**config.mk**
```make
export PLATFORM = sky130hd
export DESIGN_NAME = digit_serial_addsub_flat
export DESIGN_NICKNAME = d
export VERILOG_FILES = /design/src/rtl/digit_serial_addsub_if.sv /design/src/rtl/digit_serial_addsub.sv /design/src/flat_wrapper.sv
export SDC_FILE = /design/constraint.sdc
export NUM_CORES = 1
export LEC_CHECK = 0
export CAP_MARGIN = 30
export CORE_ASPECT_RATIO = 0.6
export CORE_UTILIZATION = 54
export DETAILED_ROUTE_END_ITERATION = 7
export PLACE_DENSITY = 0.88
export SLEW_MARGIN = 10
export SYNTH_ARGS = -nofsm -noshare
export SYNTH_HDL_FRONTEND = slang
export SYNTH_SLANG_ARGS = --single-unit
```
**constraint.sdc**
```tcl
create_clock -name clk -period 8.8 [get_ports clk]
set_input_delay 1.32 -clock clk [delete_from_list [all_inputs] [get_ports clk]]
set_output_delay 1.32 -clock clk [all_outputs]
set_load 0.02 [all_outputs]
```
**src/rtl/digit_serial_addsub_if.sv**
```systemverilog
// rtl/digit_serial_addsub_if.sv - operand/result handshake bundle for digit_serial_addsub
interface digit_serial_addsub_if #(
  parameter int WIDTH = 16
);
  logic             in_valid;
  logic             in_ready;
  logic [WIDTH-1:0] a;
  logic [WIDTH-1:0] b;
  logic             cin;
  logic             sub;
  logic             out_valid;
  logic             out_ready;
  logic [WIDTH-1:0] sum;
  logic             cout;
  logic             ovf;
  logic             busy;

  modport master (
    output in_valid, a, b, cin, sub, out_ready,
    input  in_ready, out_valid, sum, cout, ovf, busy
  );

  modport slave (
    input  in_valid, a, b, cin, sub, out_ready,
    output in_ready, out_valid, sum, cout, ovf, busy
  );
endinterface

```
**src/rtl/digit_serial_addsub.sv**
```systemverilog
// rtl/digit_serial_addsub.sv - CHUNK-bit-per-cycle adder/subtractor with registered inter-chunk carry
// Optional result saturation on signed overflow under DIGIT_SERIAL_ADDSUB_SATURATE_EN.
module digit_serial_addsub #(
  parameter int WIDTH = 16,
  parameter int CHUNK = 4
) (
  input  logic                 clk,
  input  logic                 rst_n,
  digit_serial_addsub_if.slave io
);
  localparam int NCHUNK = WIDTH / CHUNK;
  localparam int KW     = (NCHUNK > 1) ? $clog2(NCHUNK) : 1;
  localparam logic [KW-1:0] KLAST = KW'(NCHUNK - 1);

  typedef enum logic [1:0] {IDLE, RUN, DONE} state_t;
  state_t state, state_nxt;

  logic [WIDTH-1:0] a_r, b_r, sum_r;
  logic             carry_r, cout_r, ovf_r;
  logic [KW-1:0]    k_r;
  logic [CHUNK-1:0] a_c, b_c, s_c;
  logic [CHUNK:0]   cv;
  logic             accept;

  always_ff @(posedge clk or negedge rst_n) begin
    if (!rst_n) state <= IDLE;
    else        state <= state_nxt;
  end

  always_comb begin
    state_nxt    = state;
    io.in_ready  = 1'b0;
    io.busy      = 1'b0;
    io.out_valid = 1'b0;
    accept       = 1'b0;
    case (state)
      IDLE: begin
        io.in_ready = rst_n;
        if (io.in_valid) begin
          accept    = 1'b1;
          state_nxt = RUN;
        end
      end
      RUN: begin
        io.busy = 1'b1;
        if (k_r == KLAST) state_nxt = DONE;
      end
      DONE: begin
        io.out_valid = 1'b1;
        if (io.out_ready) state_nxt = IDLE;
      end
      default: state_nxt = IDLE;
    endcase
  end

  // Pick the current operand chunk with constant part-selects only.
  always_comb begin
    a_c = '0;
    b_c = '0;
    for (int i = 0; i < NCHUNK; i++) begin
      if (k_r == KW'(i)) begin
        a_c = a_r[i*CHUNK +: CHUNK];
        b_c = b_r[i*CHUNK +: CHUNK];
      end
    end
  end

  always_comb begin
    cv    = '0;
    s_c   = '0;
    cv[0] = carry_r;
    for (int i = 0; i < CHUNK; i++) begin
      s_c[i]  = a_c[i] ^ b_c[i] ^ cv[i];
      cv[i+1] = (a_c[i] & b_c[i]) | (cv[i] & (a_c[i] ^ b_c[i]));
    end
  end

  always_ff @(posedge clk or negedge rst_n) begin
    if (!rst_n) begin
      a_r     <= '0;
      b_r     <= '0;
      carry_r <= 1'b0;
      k_r     <= '0;
      sum_r   <= '0;
      cout_r  <= 1'b0;
      ovf_r   <= 1'b0;
    end else if (accept) begin
      a_r     <= io.a;
      b_r     <= io.sub ? ~io.b : io.b;
      carry_r <= io.sub | io.cin;
      k_r     <= '0;
    end else if (state == RUN) begin
      for (int i = 0; i < NCHUNK; i++) begin
        if (k_r == KW'(i)) sum_r[i*CHUNK +: CHUNK] <= s_c;
      end
      carry_r <= cv[CHUNK];
      k_r     <= k_r + 1'b1;
      if (k_r == KLAST) begin
        cout_r <= cv[CHUNK];
        ovf_r  <= cv[CHUNK-1] ^ cv[CHUNK];
`ifdef DIGIT_SERIAL_ADDSUB_SATURATE_EN
        // Clamp toward the sign of A; this overrides the final chunk write above.
        if (cv[CHUNK-1] ^ cv[CHUNK])
          sum_r <= a_r[WIDTH-1] ? {1'b1, {(WIDTH-1){1'b0}}} : {1'b0, {(WIDTH-1){1'b1}}};
`endif
      end
    end
  end

  assign io.sum  = sum_r;
  assign io.cout = cout_r;
  assign io.ovf  = ovf_r;
endmodule

```
**src/flat_wrapper.sv**
```systemverilog
// flat-port wrapper written by rule: the top's interface ports become plain ports
module digit_serial_addsub_flat 
#(
  parameter int WIDTH = 16,
  parameter int CHUNK = 4
)
  (clk, rst_n, io_in_valid, io_a, io_b, io_cin, io_sub, io_out_ready, io_in_ready, io_out_valid, io_sum, io_cout, io_ovf, io_busy);
  digit_serial_addsub_if #(.WIDTH(WIDTH)) io_i ();
  input  logic clk;
  input  logic rst_n;
  input wire logic [$bits(io_i.in_valid)-1:0] io_in_valid;
  input wire logic [$bits(io_i.a)-1:0] io_a;
  input wire logic [$bits(io_i.b)-1:0] io_b;
  input wire logic [$bits(io_i.cin)-1:0] io_cin;
  input wire logic [$bits(io_i.sub)-1:0] io_sub;
  input wire logic [$bits(io_i.out_ready)-1:0] io_out_ready;
  output wire logic [$bits(io_i.in_ready)-1:0] io_in_ready;
  output wire logic [$bits(io_i.out_valid)-1:0] io_out_valid;
  output wire logic [$bits(io_i.sum)-1:0] io_sum;
  output wire logic [$bits(io_i.cout)-1:0] io_cout;
  output wire logic [$bits(io_i.ovf)-1:0] io_ovf;
  output wire logic [$bits(io_i.busy)-1:0] io_busy;
  assign io_i.in_valid = io_in_valid;
  assign io_i.a = io_a;
  assign io_i.b = io_b;
  assign io_i.cin = io_cin;
  assign io_i.sub = io_sub;
  assign io_i.out_ready = io_out_ready;
  assign io_in_ready = io_i.in_ready;
  assign io_out_valid = io_i.out_valid;
  assign io_sum = io_i.sum;
  assign io_cout = io_i.cout;
  assign io_ovf = io_i.ovf;
  assign io_busy = io_i.busy;
  digit_serial_addsub #(.WIDTH(WIDTH), .CHUNK(CHUNK)) u_core (.clk(clk), .rst_n(rst_n), .io(io_i));
endmodule
```
==> results.ini <==
[run_status]
status = finished, final reports clean

[cells_and_area]
drive_above_1_share_pct = 9.52
insertedDiodeCount = 0
stdcell_count = 378
syn_to_final_growth_pct = 28.9
fin_nets = 360
fill_cells = 338

[synth]
synth.avg_cell_area_um2 = 9.99
syn_area_um2 = 2620
yosys_warnings = 0
synth_seq_area_share_pct = 52.6
synthDistinctLibCells = 24
syn_inst = 262
ys_seq_elements = 55
synth_nets = 308

[place]
dp_cells = 370
io_buffer_count = 58
globalplace.congestion = 0.846
place_ws_ns = 4.62
dp_hpwl_um = 4230

[power_and_ir_drop]
vdd_ir_drop_max_mv = 0.184
power.density_nw_per_um2 = 410
p_leak_nw = 1.52

[cts]
cts-root-buf = clkbuf_8
ctsHoldBuffers = 0
cts.repair.resized = 0
clockBufferDepth = 2
htreeDepth = 2
post_cts_buffers = 0
cts_made_buffers = 5
cts.clk_slew.worst_paths_ns = 0.09
clkSinkCount = 55
cts_tree = built
clk_latency_ns = 0.31

[timing]
holdWs_ns = 0.490
min_period_ns = 4.14
fmax_ghz = 0.242
finalSetupViolations = 0
period_share_pct = 47.0
finalHoldViolCount = 0
relSlewSlack_pct = 41.3
layout_setup_ws_ns = 4.66
grt_setup_unrepaired = false
fin_skew_ns = 0.00691
drv_slew = 0
setup_tns_ns = 0
worst_pin_slew_ns = 0.878

[worst_setup_path]
crit_chain = buf_2 -> buf_4 -> nor3b_1 -> clkdlybuf4s50_1
cp.required_ns = 7.48
endpoint_kind = primary output
startpoint_type = input port
path_delay_family = buffers and inverters
rrSetupSlack_ns = 5.11
cp_slowest_cell = clkdlybuf4s50_1
slowest_delay_ns = 0.63
crit_fanout = 56
cp_num_buf_inv = 3
crit_arrival_ns = 2.82
crit_type = input port to primary output

[route]
route.vias.total = 2002
drc = 0
drtIter0Drc = 118
wl_per_cell_um = 15.1
via_per_inst = 5.30
ant_nets = 0
wl_um = 5720
firstDrtPassIters = 4

[grt]
grt.total_usage_pct = 24.9
antenna_found_initial = 0
grt_pass1_wl_um = 9670
grt_start_max_net_pins = 57
grt_pass1_vias = 2002
gr-total-overflow = 0

[die]
rows = 19
die_w_um = 91.9
initial_core_util_pct = 56.8
io_pins = 59
die_y_um = 55.9
dieArea_um2 = 5140
core_um2 = 4610

[min_path]
hold_path.class = flop to flop

[flow_run]
cap_violations = 0

-- sequential cells by signal, indices dropped and copies added (netlist names) --
register and flops:
u_core.b_r 16, u_core.state 2, u_core.io.sum 16, u_core.k_r 2, u_core.carry_r 1, u_core.io.cout 1, u_core.io.ovf 1, u_core.a_r 16
-- synth_stat cells --
cell type,n,area [µm²]
nand2b_1,2,12.5
xnor2_1,13,114
xor2_1,4,35.0
ha_1,4,50.1
a21oi_1,16,80.1
nand3_1,3,15.0
a22o_1,8,70.1
buf_4,1,7.51
or3b_1,1,8.76
buf_1,1,3.75
fa_1,4,80.1
clkbuf_1,5,18.8
inv_1,11,41.3
nor3b_1,2,15.0
buf_6,1,11.3
inv_2,1,3.75
nand2_1,70,263
nand3b_1,1,7.51
mux2_1,1,11.3
o21ai_0,33,165
buf_2,8,40.0
mux2_2,16,180
dfrtp_1,55,1380
o31ai_1,1,7.51
-- cells by family (layout without fill, tap and decap cells) --
group / count (synthesis) / in the layout / synth area share (%)
compound gates: 58 / 58 / 12.3
xor+xnor: 17 / 17 / 5.69
fa+ha+maj: 8 / 8 / 4.97
buf+inv: 28 / 81 / 4.83
flops: 55 / 55 / 52.6
mux: 17 / 17 / 7.31
simple gates: 79 / 79 / 12.3
-- path summary, 6_finish.rpt --
kind,from,depth (start not counted),end
max in group asynchronous,rst_n,2,u_core.io.sum[1]$_DFFE_PN0P_
setup reg to reg,u_core.k_r[0]$_DFFE_PN0P_,10,u_core.io.sum[11]$_DFFE_PN0P_
setup / recovery,rst_n,4,io_in_ready
hold reg to reg,u_core.a_r[2]$_DFFE_PN0P_,2,u_core.a_r[2]$_DFFE_PN0P_
min in group asynchronous,rst_n,2,u_core.a_r[8]$_DFFE_PN0P_
hold / removal,u_core.a_r[2]$_DFFE_PN0P_,2,u_core.a_r[2]$_DFFE_PN0P_
-- stage by stage --
step	power [mW]	utilization, %	instance area (µm²)
finish	1.38	73.2	3370
global route	1.48	73.2	3370
CTS	1.39	73.2	3370
detailed placement	1.19	70.2	3240
global placement	1.13	69.6	3210
floorplan	0.910	-	2620
-- power by group --
part           total, mW  switching, mW  internal [mW]
Combinational      0.735          0.405          0.330
Sequential         0.449         0.0713          0.378
Clock              0.197         0.0840          0.113
Total               1.38          0.561          0.821
-- worst min-delay path: stages, from the launching register on --
cell and delay (ns):
dfrtp_1 0.36, nand2_1 0.05, nand2_1 0.05
-- cell type report --
cell class	count	area, µm²	share of cell area [%]
timing repair buffer	61	618	18.3
multi-input combinational	179	1120	33.2
sequential	55	1380	40.8
clock buffer	5	68.8	2.04
clock inverter	3	67.6	2.00
inverter	12	45.0	1.33
tap	63	78.8	2.34
-- metal layers --
metal	global-route usage, %	vias up	routed length (µm)
met3	5.60	10	402
met2	40.3	80	2610
li1	-	966	-
met5	0	-	0
met1	34.1	946	2640
met4	7.37	0	76
-- layout by cell type, fill, tap and decap left out, types with 2 or more instances in the layout --
cell | Yosys | routed
ha_1 | 4 | 4
bufinv_16 | 0 | 2
buf_4 | 1 | 2
nand2_1 | 70 | 70
fa_1 | 4 | 4
nand2b_1 | 2 | 2
xnor2_1 | 13 | 13
clkdlybuf4s50_1 | 0 | 57
mux2_2 | 16 | 16
a22o_1 | 8 | 8
clkbuf_8 | 0 | 5
dfrtp_1 | 55 | 55
nand3_1 | 3 | 3
a21oi_1 | 16 | 16
inv_1 | 11 | 11
xor2_1 | 4 | 4
o21ai_0 | 33 | 33
Note: power is estimated with default switching activity, not from simulation.
